[config.mk]
export PLATFORM = sky130hd
export DESIGN_NAME = fp16_subtract
export DESIGN_NICKNAME = d
export VERILOG_FILES = /design/src/rtl/fp16_pkg.sv /design/src/rtl/fp16_lzc.sv /design/src/rtl/fp16_subtract.sv
export SDC_FILE = /design/constraint.sdc
export NUM_CORES = 1
export LEC_CHECK = 0
export BUFFER_PORTS_ARGS = -buffer_cell sky130_fd_sc_hd__buf_2
export CORE_ASPECT_RATIO = 2
export CORE_UTILIZATION = 40
export CTS_CLUSTER_SIZE = 28
export DETAILED_ROUTE_END_ITERATION = 10
export GPL_TIMING_DRIVEN = 0
export SLEW_MARGIN = 40
export SYNTH_ARGS = -nofsm -noshare
export SYNTH_HDL_FRONTEND = slang
export SYNTH_SLANG_ARGS = --single-unit
[constraint.sdc]
create_clock -name aclk -period 4.6 [get_ports aclk]
set_input_delay 1.38 -clock aclk [delete_from_list [all_inputs] [get_ports aclk]]
set_output_delay 1.38 -clock aclk [all_outputs]
set_load 0.05 [all_outputs]
[src/rtl/fp16_pkg.sv]
// Shared binary16 definitions for the fp16 arithmetic leaf blocks.
package fp16_pkg;

    localparam int          EXP_BIAS = 15;
    localparam int          EXP_MAX  = 31;
    localparam logic [15:0] QNAN     = 16'h7E00;
    localparam logic [15:0] PINF     = 16'h7C00;

    // Bit positions inside the {invalid, overflow, underflow} flag vector
    localparam int UF  = 0;
    localparam int OF  = 1;
    localparam int INV = 2;

    typedef struct packed {
        logic       sign;
        logic [4:0] exp;
        logic [9:0] frac;
    } fp16_t;

endpackage

[src/rtl/fp16_lzc.sv]
// 14-bit leading-zero counter; an all-zero input reports 14.
module fp16_lzc (
    input  logic [13:0] data,
    output logic [3:0]  count
);

    logic found_s;

    // Scan from the MSB down and latch the position of the first set bit
    always_comb begin
        found_s = 1'b0;
        count   = 4'd14;
        for (int i = 13; i >= 0; i--) begin
            if (!found_s && data[i]) begin
                found_s = 1'b1;
                count   = 4'(13 - i);
            end else begin
                found_s = found_s;
            end
        end
    end

endmodule

[src/rtl/fp16_subtract.sv]
// Four-stage pipelined binary16 subtractor (A - B), one operation per clock.
// Special operands (NaN, Inf, zero) are resolved in the first stage and ride
// alongside the finite datapath; the last stage picks between them.
module fp16_subtract
    import fp16_pkg::*;
(
    input  logic        aclk,
    input  logic        aresetn,
    input  logic        s_axis_a_tvalid,
    input  logic [15:0] s_axis_a_tdata,
    input  logic        s_axis_b_tvalid,
    input  logic [15:0] s_axis_b_tdata,
    output logic        m_axis_result_tvalid,
    output logic [15:0] m_axis_result_tdata,
    output logic [2:0]  m_axis_result_tuser
);

    // ---------------- S1: unpack, classify, swap ----------------
    fp16_t       a_s, b_s, x_s, y_s;
    logic        a_nan_s, b_nan_s, a_inf_s, b_inf_s, a_zero_s, b_zero_s;
    logic        spec_s;
    logic [15:0] spec_data_s;
    logic [2:0]  spec_user_s;
    logic        issue_s;

    logic        v1_r, spec1_r, sign1_r, sub1_r;
    logic [15:0] spec_data1_r;
    logic [2:0]  spec_user1_r;
    logic [4:0]  exp1_r, diff1_r;
    logic [10:0] sigx1_r, sigy1_r;

    assign issue_s = s_axis_a_tvalid & s_axis_b_tvalid;

    // Negate B, classify both operands and resolve every non-finite/zero case
    always_comb begin
        a_s      = fp16_t'(s_axis_a_tdata);
        b_s      = fp16_t'(s_axis_b_tdata);
        b_s.sign = ~b_s.sign;
        a_nan_s  = (a_s.exp == 5'(EXP_MAX)) && (a_s.frac != 10'd0);
        b_nan_s  = (b_s.exp == 5'(EXP_MAX)) && (b_s.frac != 10'd0);
        a_inf_s  = (a_s.exp == 5'(EXP_MAX)) && (a_s.frac == 10'd0);
        b_inf_s  = (b_s.exp == 5'(EXP_MAX)) && (b_s.frac == 10'd0);
        a_zero_s = (a_s.exp == 5'd0);
        b_zero_s = (b_s.exp == 5'd0);
        spec_s      = 1'b1;
        spec_data_s = 16'h0000;
        spec_user_s = 3'b000;
        if (a_nan_s || b_nan_s) begin
            spec_data_s      = QNAN;
            spec_user_s[INV] = (a_nan_s & ~a_s.frac[9]) | (b_nan_s & ~b_s.frac[9]);
        end else if (a_inf_s && b_inf_s) begin
            if (a_s.sign != b_s.sign) begin
                spec_data_s      = QNAN;
                spec_user_s[INV] = 1'b1;
            end else begin
                spec_data_s = PINF | {a_s.sign, 15'h0000};
            end
        end else if (a_inf_s) begin
            spec_data_s = a_s;
        end else if (b_inf_s) begin
            spec_data_s = b_s;
        end else if (a_zero_s && b_zero_s) begin
            // Subnormals count as zero; the sum of two zeros is -0 only if both are -0
            spec_data_s = {a_s.sign & b_s.sign, 15'h0000};
        end else if (b_zero_s) begin
            spec_data_s = a_s;
        end else if (a_zero_s) begin
            spec_data_s = b_s;
        end else begin
            spec_s = 1'b0;
        end
        // Larger magnitude goes first so the significand difference is never negative
        if (a_s[14:0] >= b_s[14:0]) begin
            x_s = a_s;
            y_s = b_s;
        end else begin
            x_s = b_s;
            y_s = a_s;
        end
    end

    // Stage-1 register: classification result and swapped operands
    always_ff @(posedge aclk or negedge aresetn) begin
        if (!aresetn) begin
            v1_r         <= 1'b0;
            spec1_r      <= 1'b0;
            spec_data1_r <= 16'h0000;
            spec_user1_r <= 3'b000;
            sign1_r      <= 1'b0;
            sub1_r       <= 1'b0;
            exp1_r       <= 5'd0;
            diff1_r      <= 5'd0;
            sigx1_r      <= 11'd0;
            sigy1_r      <= 11'd0;
        end else begin
            v1_r <= issue_s;
            if (issue_s) begin
                spec1_r      <= spec_s;
                spec_data1_r <= spec_data_s;
                spec_user1_r <= spec_user_s;
                sign1_r      <= x_s.sign;
                sub1_r       <= x_s.sign ^ y_s.sign;
                exp1_r       <= x_s.exp;
                diff1_r      <= x_s.exp - y_s.exp;
                sigx1_r      <= {1'b1, x_s.frac};
                sigy1_r      <= {1'b1, y_s.frac};
            end
        end
    end

    // ---------------- S2: align, add/sub ----------------
    logic [13:0] xe_s, ye_s, ye_al_s, mask_s;
    logic [14:0] sum_s;
    logic        sticky_s;

    logic        v2_r, spec2_r, sign2_r;
    logic [15:0] spec_data2_r;
    logic [2:0]  spec_user2_r;
    logic [4:0]  exp2_r;
    logic [14:0] sum2_r;

    // Shift the smaller significand right, folding lost bits into the sticky LSB
    always_comb begin
        xe_s   = {sigx1_r, 3'b000};
        ye_s   = {sigy1_r, 3'b000};
        mask_s = 14'd0;
        if (diff1_r >= 5'd14) begin
            sticky_s = 1'b1;
            ye_al_s  = 14'd1;
        end else begin
            mask_s   = (14'd1 << diff1_r) - 14'd1;
            sticky_s = |(ye_s & mask_s);
            ye_al_s  = (ye_s >> diff1_r) | {13'd0, sticky_s};
        end
        if (sub1_r) begin
            sum_s = {1'b0, xe_s} - {1'b0, ye_al_s};
        end else begin
            sum_s = {1'b0, xe_s} + {1'b0, ye_al_s};
        end
    end

    // Stage-2 register: raw significand sum
    always_ff @(posedge aclk or negedge aresetn) begin
        if (!aresetn) begin
            v2_r         <= 1'b0;
            spec2_r      <= 1'b0;
            spec_data2_r <= 16'h0000;
            spec_user2_r <= 3'b000;
            sign2_r      <= 1'b0;
            exp2_r       <= 5'd0;
            sum2_r       <= 15'd0;
        end else begin
            v2_r <= v1_r;
            if (v1_r) begin
                spec2_r      <= spec1_r;
                spec_data2_r <= spec_data1_r;
                spec_user2_r <= spec_user1_r;
                sign2_r      <= sign1_r;
                exp2_r       <= exp1_r;
                sum2_r       <= sum_s;
            end
        end
    end

    // ---------------- S3: normalise, round ----------------
    logic [3:0]        lz_s;
    logic [13:0]       norm_s;
    logic [11:0]       rsig_s;
    logic              round_up_s;
    logic signed [6:0] exp_n_s;
    logic [9:0]        frac_n_s;

    logic              v3_r, spec3_r, sign3_r, zero3_r;
    logic [15:0]       spec_data3_r;
    logic [2:0]        spec_user3_r;
    logic signed [6:0] exp3_r;
    logic [9:0]        frac3_r;

    fp16_lzc u_lzc (
        .data  (sum2_r[13:0]),
        .count (lz_s)
    );

    // Bring the leading one to bit 13, then round to nearest even on G/R/S
    always_comb begin
        if (sum2_r[14]) begin
            norm_s  = sum2_r[14:1] | {13'd0, sum2_r[0]};
            exp_n_s = 7'({2'b00, exp2_r}) + 7'sd1;
        end else begin
            norm_s  = sum2_r[13:0] << lz_s;
            exp_n_s = 7'({2'b00, exp2_r}) - 7'({3'b000, lz_s});
        end
        round_up_s = norm_s[2] & (norm_s[1] | norm_s[0] | norm_s[3]);
        rsig_s     = {1'b0, norm_s[13:3]} + {11'd0, round_up_s};
        if (rsig_s[11]) begin
            frac_n_s = rsig_s[10:1];
            exp_n_s  = exp_n_s + 7'sd1;
        end else begin
            frac_n_s = rsig_s[9:0];
        end
    end

    // Stage-3 register: normalised, rounded fields
    always_ff @(posedge aclk or negedge aresetn) begin
        if (!aresetn) begin
            v3_r         <= 1'b0;
            spec3_r      <= 1'b0;
            spec_data3_r <= 16'h0000;
            spec_user3_r <= 3'b000;
            sign3_r      <= 1'b0;
            zero3_r      <= 1'b0;
            exp3_r       <= 7'sd0;
            frac3_r      <= 10'd0;
        end else begin
            v3_r <= v2_r;
            if (v2_r) begin
                spec3_r      <= spec2_r;
                spec_data3_r <= spec_data2_r;
                spec_user3_r <= spec_user2_r;
                sign3_r      <= sign2_r;
                zero3_r      <= (sum2_r == 15'd0);
                exp3_r       <= exp_n_s;
                frac3_r      <= frac_n_s;
            end
        end
    end

    // ---------------- S4: pack, exception mux ----------------
    logic [15:0] res_data_s;
    logic [2:0]  res_user_s;

    // Select special result, exact cancellation, flush-to-zero, overflow or normal pack
    always_comb begin
        res_data_s = 16'h0000;
        res_user_s = 3'b000;
        if (spec3_r) begin
            res_data_s = spec_data3_r;
            res_user_s = spec_user3_r;
        end else if (zero3_r) begin
            res_data_s = 16'h0000;
        end else if (exp3_r < 7'sd1) begin
            res_data_s     = {sign3_r, 15'h0000};
            res_user_s[UF] = 1'b1;
        end else if (exp3_r > 7'sd30) begin
            res_data_s     = PINF | {sign3_r, 15'h0000};
            res_user_s[OF] = 1'b1;
        end else begin
            res_data_s = {sign3_r, exp3_r[4:0], frac3_r};
        end
    end

    // Output register: data/flags hold their last value between results
    always_ff @(posedge aclk or negedge aresetn) begin
        if (!aresetn) begin
            m_axis_result_tvalid <= 1'b0;
            m_axis_result_tdata  <= 16'h0000;
            m_axis_result_tuser  <= 3'b000;
        end else begin
            m_axis_result_tvalid <= v3_r;
            if (v3_r) begin
                m_axis_result_tdata <= res_data_s;
                m_axis_result_tuser <= res_user_s;
            end
        end
    end

endmodule

**Word-level counts from Yosys, hierarchy flattened**

Cells that the tools add are included.

- Word-level logic and storage cells: 165
- Register bits: 151

- Multiplexer cells: 63
- Add/subtract/negate cells: 8
- Shift-type cells: 3
- Reductions and logical operators: 41
- Eq/ne operators: 3
- $lt $le $gt $ge: 4
- Bitwise operators: 15

Operators with widths:

| operator | count |
|---|---|
| 16-bit two-way mux | 12 |
| 4-bit two-way mux | 14 |
| 15-bit two-way mux | 3 |
| 14-bit two-way mux | 2 |
| 14-bit by 1-bit bitwise OR with 14-bit output | 2 |
| 1-bit two-way mux | 27 |
| 10-bit zero test | 2 |
| 10-bit nonzero test | 2 |
| 1-bit logical AND | 19 |
| 14-bit by 14-bit adder with 15-bit output | 1 |
| 15-bit >= comparator | 1 |
| 15-bit zero test | 1 |
| 14-bit by 14-bit subtractor with 15-bit output | 1 |
| 14-bit bitwise AND | 1 |
| 7-bit two-way mux | 2 |
| 14-bit OR reduction | 1 |
| 1-bit by 5-bit left shift with 14-bit output, first input constant | 1 |
| 14-bit by 4-bit left shift with 14-bit output | 1 |
| 14-bit by 5-bit >> shifter with 14-bit output | 1 |
| 14-bit by 1-bit subtractor with 14-bit output, second input constant | 1 |
| 1-bit zero test | 13 |
| 11-bit by 1-bit adder with 12-bit output | 1 |
| 5-bit == test, second input constant | 2 |
| 5-bit zero test | 2 |
| other kinds (15) | 24 |

**Logic depth before layout (Yosys ltp)**

Gate-level depths: netlist of the first run.

- Depth after elaboration: 47
- Mapped depth: 22
- Gate-level depth less buffers: 20

**Cells and area by module**

Synthesis of the first run repeated with hierarchy kept, for this count alone.

- Cell total of the unflattened synthesis: 1,160
- Area, all modules: 10,349.9 sq um

Modules (own cells, without submodules):

| module | instances | area an instance (sq um) | seq. area each (sq um) | cells each |
|---|---|---|---|---|
| fp16_subtract | 1 | 10,222.3 | 3,753.6 | 1,137 |
| fp16_lzc | 1 | 127.6 | 0.0 | 23 |

**Worst setup path before layout of the first run**

No wires, ideal clock.

- Path type: register -> register
- Start point: register diff1_r[0]
- End point: register sum2_r[13]
- Data required time: 4,469 ps
- Path slack: 725 ps
- Clock period less this slack: 3,875 ps
- Stages on the path, launching flop included: 22
- Arrival: 3,744 ps
- Cell sequence: dfrtp_1 clkbuf_1 buf_1 clkbuf_1 mux4_2 mux2i_1 o21ai_0 nand2_1 inv_1 ha_1 inv_1 fa_1 o21bai_1 a21oi_1 nor2_1 o21ai_0 a21oi_1 or3_1 a21oi_1 xnor2_1 a31oi_1 o21ai_0

- Longest elaborated chain between the ends: 8
- Elaborated cells between the ends (all ways): 11
- Those cells by class: 3 x add/sub; 1 x order compare; 2 x shift; 2 x mux; 2 x bitwise; 1 x reduce/logical

RTL lines:

| element | RTL line | RTL |
|---|---|---|
| start: declaration | fp16_subtract.sv:29 | `logic [4:0] exp1_r, diff1_r;` |
| start signal: assignment | fp16_subtract.sv:104 | `diff1_r <= x_s.exp - y_s.exp;` |
| 1-bit by 5-bit left shift with 14-bit output | fp16_subtract.sv:131 | `mask_s = (14'd1 << diff1_r) - 14'd1;` |
| 14-bit by 1-bit subtractor with 14-bit output | fp16_subtract.sv:131 |  |
| 14-bit bitwise AND | fp16_subtract.sv:132 | `sticky_s = \|(ye_s & mask_s);` |
| 14-bit OR reduction | fp16_subtract.sv:132 |  |
| 14-bit by 1-bit bitwise OR with 14-bit output | fp16_subtract.sv:133 | `ye_al_s = (ye_s >> diff1_r) \| {13'd0, sticky_s};` |
| 14-bit two-way mux (*) | fp16_subtract.sv:127 | `if (diff1_r >= 5'd14) begin` |
| 14-bit by 14-bit adder with 15-bit output or 14-bit by 14-bit subtractor with 15-bit output (tied branches) | fp16_subtract.sv:138, fp16_subtract.sv:136 |  |
| 15-bit two-way mux (*) | fp16_subtract.sv:135 | `if (sub1_r) begin` |
| end signal: assignment | fp16_subtract.sv:160 | `sum2_r <= sum_s;` |
| end: declaration | fp16_subtract.sv:120 | `logic [14:0] sum2_r;` |

Every way passes the cells marked *; elsewhere a longest branch is shown, timed or not.
A chain may end at the register's enable or synchronous reset.

**Worst setup path in the final report of the first run**

- Start point: register diff1_r[1]
- End point: register sum2_r[12]

Same word-level chain as after synthesis.

==> results of run 1 <==
## cell usage after synthesis, drive strengths merged (5+ instances only)
cell type,n
a2111oi,6
a211oi,10
a21o,9
a21oi,90
a221oi,7
a22o,11
a22oi,23
a31oi,13
and2,10
and3,5
buf,14
clkbuf,56
clkinv,5
dfrtp,150
ha,48
inv,60
mux2,49
mux2i,23
mux4,7
nand2,119
nand2b,10
nand3,36
nand4,10
nor2,128
nor2b,9
nor3,20
nor4,10
o2111ai,5
o211ai,12
o21a,6
o21ai,81
o22ai,5
o31ai,12
or2,5
or3,12
xnor2,13
xor2,8
## layer usage
layer  vias to the layer above  part of all wire, %
met5                         -                    0
met2                       260                   55
met1                      4329                   35
li1                       4344                    -
met4                         0                  7.1
met3                       102                  2.6
## how the worst min path moves through the flow
stage | startpoint | end | cells past startpoint
6_report | v3_r | m_axis_result_tvalid | 0
5_1_grt | v3_r | m_axis_result_tvalid | 0
4_1_cts | v3_r | m_axis_result_tvalid | 0
3_5_place_dp | v3_r | m_axis_result_tvalid | 0
3_3_place_gp | v3_r | m_axis_result_tvalid | 0
2_1_floorplan | v3_r | m_axis_result_tvalid | 0
## layout make-up
type	count	area, um^2
inverters	65	249
plain buffers	69	285
well taps	332	415
fillers	2447	13200
clock buffers	20	457
clock inverters	12	143
multi-input cells	872	5800
repair buffers	57	340
flip-flops and latches	150	3750
## state kept, by name (all words and copies together), names as in the netlist, 3 cells and up
signal / cells
exp2_r: 5
m_axis_result_tdata: 16
sigx1_r: 11
exp1_r: 5
exp3_r: 7
frac3_r: 10
spec_data2_r: 16
sum2_r: 15
m_axis_result_tuser: 3
diff1_r: 5
sigy1_r: 10
spec_data3_r: 16
spec_data1_r: 16
## power breakdown
| part | switching [W] | internal, W |
|---|---|---|
| Sequential | 0.000279 | 0.00163 |
| Combinational | 0.00221 | 0.00118 |
| Clock | 0.000578 | 0.000836 |
## repair_timing
item	4_1_cts	5_1_grt
gates cloned	0	0
hold buffers	0	0
gates resized for setup	3	6
endpoints found under the setup margin	3	10
hold endpoints to repair	0	0
## worst max-delay path, cell delays in order, from the launching register on
cell and delay (ns):
dfrtp_1 0.45, clkbuf_1 0.40, buf_2 0.32, mux2i_1 0.13, o21ai_1 0.31, mux2i_1 0.11, o21ai_0 0.22, nand2_1 0.12
ha_1 0.35, a41oi_1 0.29, o21ai_0 0.22, a211oi_1 0.30, o21bai_1 0.15, a2111oi_1 0.52, o211ai_1 0.15, o311ai_0 0.14
## cell families (layout without fill, tap and decap cells)
family / Yosys count / count (layout) / share of synthesized area [%]
adders and majority gates: 50 / 50 / 6.36
buffers and inverters: 135 / 223 / 5.29
DFF: 150 / 150 / 37.3
muxes: 79 / 79 / 9.37
and+or+nand+nor: 389 / 389 / 18.3
AOI/OAI and AO/OA: 333 / 333 / 21.6
xor gates and xnor gates: 21 / 21 / 1.83
## through the flow
stage	TNS [ns]	power, W
after floorplan	0	0.00426
after global placement	-13.20	0.00522
after detailed placement	-1.24	0.00526
after CTS	0	0.00669
after global routing	-0.00227	0.00713
final	0	0.00671
==> summary.txt, run 1 <==
Synth
  – Post-synth ARST share: 100%
  – Mapped Cells: around 1200
  – Yosys top cell area share: roughly 37%
  – Synth area leaders: dfrtp_1 (37%), ha_1 (6.0%), mux2_2 (5.4%)
  – EDFF count, synth: 0
  – Post-synthesis sequential area ratio: a little under two fifths
  – Syn avg cell area: between 8 and 9 um^2
  – Yosys Warn Count: 0
  – Syn Nets: ~1200
  – Post-Syn Area: 10100 um^2
  – Top FF cell, synth: dfrtp_1
  – Leading area contributor after synthesis: dfrtp_1
  – FF+latch count, synth: 150
  – Post-synth cell types: 84

Clock network
  – Num CTS Buffers: 17
  – Post-CTS Setup Inserts: 0
  – Worst skew pair latency: about 0.43 ns
  – CTS tree: yes
  – CTS HTree Levels: 4
  – Maximum clock path buffer count: 2
  – Reg clk slew, reported paths: roughly 0.07 ns
  – Clk sinks: 150
  – Root buffer cell: clkbuf_16

Drt
  – Remaining antenna violation count: 0
  – 1st-pass router iterations: 5
  – DRC viols: 0
  – Final WL: around 31000 um
  – Via density: ~5.7
  – Routed len/inst: between 15 and 20 um
  – 1st-iter DRT viols: 455
  – Vias: between 9000 and 10000

GRT
  – Busiest layer in global routing: met2
  – Met2 Resource Use GR: approximately 48%
  – GRT Util Overall: around 25%
  – First-pass GRT wire length: approximately 49000 um
  – GRT met1 Usage: between 20% and 30%
  – Grt ovf: 0
  – Largest net degree at the start of global routing: 68
  – GR Util met3: under 10%
  – Initial antenna violation count: 0
  – Vias in the first global route: a little over 9000

Cells and area
  – Final instance area: ~11000 um^2
  – Nets: 1318
  – Most frequent cells in the layout: dfrtp_1 (149), nor2_1 (127), nand2_1 (119)
  – ANT cells: 0
  – Util after Layout: 46.5%
  – Layout cells sized above 1: 14.1%
  – Syn-to-layout area delta: 13.6%
  – Most common library cell in the layout ignoring fill and taps: dfrtp_1
  – Final Non-Filler Cells: about 1600

Critical path
  – Startpoint class of the critical path: flip-flop
  – Worst R2R End: sum2_r[12]
  – Critical Path RT: just under 5 ns
  – Crit path arrival time: ~4.6 ns
  – FF-to-FF Start: diff1_r[1]
  – Worst R2R Path Depth: 15
  – Critical path origin: diff1_r[1]
  – WS Path Type: reg2reg
  – Reg2Reg Setup Slack: roughly 0.28 ns
  – Max Fanout on Critical Path: 10
  – CP Capture Type: flip-flop
  – Worst Setup EP: sum2_r[12]

Timing
  – Hold WS: approximately 0.42 ns
  – # setup viols final: 0
  – Final Worst Setup Slack: ~0.28 ns
  – Tmin final: ~4.3 ns
  – Peak Freq: 0.231 GHz
  – Max-slew violations: 0
  – Clk_skew: 0.0139 ns
  – Worst Tran Pin Value: 0.908 ns
  – Fin crit share: a little over nine tenths
  – Final Hold Violating Endpoints: 0
  – Max_slew headroom: 38.7%
  – RSZ-0062 raised after global routing: true

Placed design
  – Pre-CTS setup slack: -0.181 ns
  – Hpwl dp: between 20000 and 25000 um
  – Number of port buffers: 55
  – DP Cell Count: around 1500
  – Placed cell areas: between 10000 and 15000 um^2
  – Gpl congestion: about 0.94

Floorplan
  – Initial Util: between 40% and 50%
  – Core ar.: 24600 um^2
  – # rows: 81
  – Die Area: 25900 um^2
  – Io pins: between 50 and 60
  – Die height: 226 um
  – Die width: between 100 and 150 um

Status
  – Outcome: finished, final reports clean

Pwr
  – Worst VDD drop: approximately 0.28 mV
  – Leak: 5.07 nW
  – P per Cell Area: just under 600 nW/um^2

Min path
  – HP Class: reg2reg

Run
  – Max cap viols: 0
No activity file was read; power rests on OpenSTA's default activity.
==> inputs of run 2 (changes only) <==
--- a/config.mk
+++ b/config.mk
@@ -7,7 +7,7 @@
 export LEC_CHECK = 0
 export BUFFER_PORTS_ARGS = -buffer_cell sky130_fd_sc_hd__buf_2
 export CORE_ASPECT_RATIO = 2
-export CORE_UTILIZATION = 40
+export CORE_UTILIZATION = 34
 export CTS_CLUSTER_SIZE = 28
 export DETAILED_ROUTE_END_ITERATION = 10
 export GPL_TIMING_DRIVEN = 0
==> run 2 against run 1 <==
Net effect:
- sequential share of layout area fell by 0.053 points
- worst setup slack improved by 0.038 ns
- non-clock buffer count fell by 1
- clock-buffer cell count fell by 2
- clock skew fell by 0.0077 ns
- sequential power barely moved
- critical path depth fell by 2
- die area rose by 17%
- first-iteration DRC count fell by 4.2%
- maximum frequency rose by 0.89%
==> summary.txt, run 2 (synthesis results as in run 1) <==
Status
  – Outcome: finished, final reports clean (unchanged)

Timing
  – Final Hold Violating Endpoints: 0 (unchanged)
  – Worst Tran Pin Value: 0.799 ns (was 0.908 ns)
  – Hold WS: 0.406 ns (was 0.421 ns)
  – RSZ-0062 raised after global routing: false (was true)
  – Max_slew headroom: 46.0% (was 38.7%)
  – Fin crit share: 93.1% (was 94.0%)
  – # setup viols final: 0 (unchanged)
  – Max-slew violations: 0 (unchanged)
  – Clk_skew: 0.00620 ns (was 0.0139 ns)
  – Peak Freq: 0.233 GHz (was 0.231 GHz)
  – Tmin final: 4.28 ns (was 4.32 ns)

Critical path
  – Critical Path RT: 4.90 ns (about the same)
  – WS Path Type: in2reg (was reg2reg)
  – CP top delay family: buffers and inverters (was compound AO/OA/AOI/OAI gates)
  – Startpoint class of the critical path: primary input (was flip-flop)
  – CP Capture Type: flip-flop (unchanged)
  – Reg2Reg Setup Slack: 0.32 ns (was 0.28 ns)
  – Crit-path slowest cell: clkbuf_1 (was a2111oi_1)
  – Max Fanout on Critical Path: 10 (unchanged)
  – Worst-path cell chain: buf_2 > inv_1 > ha_1 > nand3_1 > nor4_1 > o21a_1 > o21ai_0 > a21boi_0 > a211o_1 > clkbuf_1 > clkbuf_1 > mux2i_1 > o21ai_0 (was clkbuf_1 > buf_2 > mux2i_1 > o21ai_1 > mux2i_1 > o21ai_0 > nand2_1 > ha_1 > a41oi_1 > o21ai_0 > a211oi_1 > o21bai_1 > a2111oi_1 > o211ai_1 > o311ai_0)
  – WP buf/inv: 4 (was 2)
  – Crit path arrival time: 4.59 ns (was 4.62 ns)
  – Max stage delay on crit path: 0.58 ns (was 0.52 ns)

Floorplan
  – Core ar.: 29000 um^2 (was 24600 um^2)
  – Die Area: 30400 um^2 (was 25900 um^2)
  – Io pins: 56 (unchanged)
  – Die width: 124 um (was 114 um)
  – Die height: 245 um (was 226 um)
  – # rows: 88 (was 81)
  – Initial Util: 34.8% (was 40.9%)

Cells and area
  – Nets: 1317 (was 1318)
  – Layout cells sized above 1: 14.3% (was 14.1%)
  – Most frequent cells in the layout: dfrtp_1 (148), nor2_1 (127), nand2_1 (119) (was dfrtp_1 (149), nor2_1 (127), nand2_1 (119))
  – ANT cells: 0 (unchanged)
  – Storage cell area: 3760 um^2 (was 3750 um^2)
  – Most common library cell in the layout ignoring fill and taps: dfrtp_1 (unchanged)
  – Multi-input combinational cell area: 5800 um^2 (unchanged)
  – Fillers: 2991 (was 2447)
  – Syn-to-layout area delta: 13.9% (was 13.6%)

GRT
  – Initial antenna violation count: 0 (unchanged)
  – First-pass GRT wire length: 51200 um (was 49300 um)
  – Grt ovf: 0 (unchanged)
  – GRT Util Overall: 22.6% (was 25.2%)
  – Vias in the first global route: 9324 (was 9153)
  – Largest net degree at the start of global routing: 79 (was 68)

Pwr
  – Leak: 5.06 nW (was 5.07 nW)
  – Worst VDD drop: 0.228 mV (was 0.280 mV)
  – P per Cell Area: 584 nW/um^2 (was 586 nW/um^2)
  – Final Power: 0.00670 W (was 0.00671 W)

Drt
  – Final WL: 32400 um (was 31200 um)
  – 1st-pass router iterations: 5 (unchanged)
  – 1st-iter DRT viols: 436 (was 455)
  – Remaining antenna violation count: 0 (unchanged)
  – Routed len/inst: 20.2 um (was 19.8 um)
  – Vias: 9141 (was 9035)
  – Via density: 5.70 (was 5.73)
  – DRC viols: 0 (unchanged)

Clock network
  – Clk sinks: 150 (unchanged)
  – Num CTS Buffers: 17 (unchanged)
  – CTS Hold Bufs: 0 (unchanged)
  – CTS tree: yes (unchanged)
  – CTS HTree Levels: 4 (unchanged)
  – Maximum clock path buffer count: 2 (unchanged)
  – Reg clk slew, reported paths: 0.06 ns (was 0.07 ns)
  – Root buffer cell: clkbuf_16 (unchanged)
  – Worst skew pair latency: 0.43 ns (about the same)

Run
  – Max cap viols: 0 (unchanged)

Placed design
  – Hpwl dp: 26000 um (was 25000 um)
  – Gpl congestion: 0.921 (was 0.943)
  – Number of port buffers: 55 (unchanged)

Min path
  – HP Class: reg2reg (unchanged)
==> run 2: cell types whose count changed in the layout (fill, tap and decap cells not counted), sizes merged <==
cell,delta
clkbuf,-3
clkinv,-1
inv,+4
bufinv,-1
==> run 2: cell type report <==
class                      count  area share [%]
inverter                      65            2.17
sequential                   150            32.8
clock buffer                  18            3.74
buffer                        68            2.46
timing repair buffer          57            2.97
clock inverter                14            1.40
multi-input combinational    872            50.6
tap                          360            3.93
==> run 2: final timing paths <==
path	from	to	cells past startpoint
worst max register to register	diff1_r[0]	sum2_r[12]	14
worst min register to register	v1_r	v2_r	0
worst max-delay path	s_axis_b_tdata[11]	sigy1_r[9]	13
worst min-delay path	v1_r	v2_r	0
max in group asynchronous	aresetn	spec_data1_r[12]	3
min in group asynchronous	aresetn	sum2_r[5]	1
==> run 2: timing repair <==
| item | CTS | global route |
|---|---|---|
| endpoints found under the setup margin | 3 | 4 |
| setup buffers | 0 | 0 |
| gates resized for setup | 5 | 5 |
| gates cloned | 0 | 0 |
==> run 2: power breakdown <==
group / total, W / switching, W / internal [W]
sequential: 0.00193 / 0.000299 / 0.00163
combinational: 0.00338 / 0.00220 / 0.00118
clock: 0.00139 / 0.000623 / 0.000771
==> run 2: through the flow <==
stage               worst slack, ns  util, %  instance area [um^2]  setup TNS, ns  std cells
finish                        0.316     39.6                 11500              0       1604
global route                 0.0357     39.6                 11500              0       1604
CTS                          0.0847     39.6                 11500              0       1606
detailed placement           -0.446     37.5                 10900         -0.959       1574
global placement             -0.355     37.3                 10800         -18.86       1572
floorplan                     0.725        -                 10100              0       1157
==> run 2: routing by layer <==
layer | wire length (um) | up-vias | track usage (%)
met4 | 2880 | 0 | 19.8
met2 | 18100 | 273 | 41.9
met1 | 10600 | 4401 | 20.9
met3 | 853 | 121 | 2.60
li1 | - | 4346 | -
met5 | 0 | - | 0
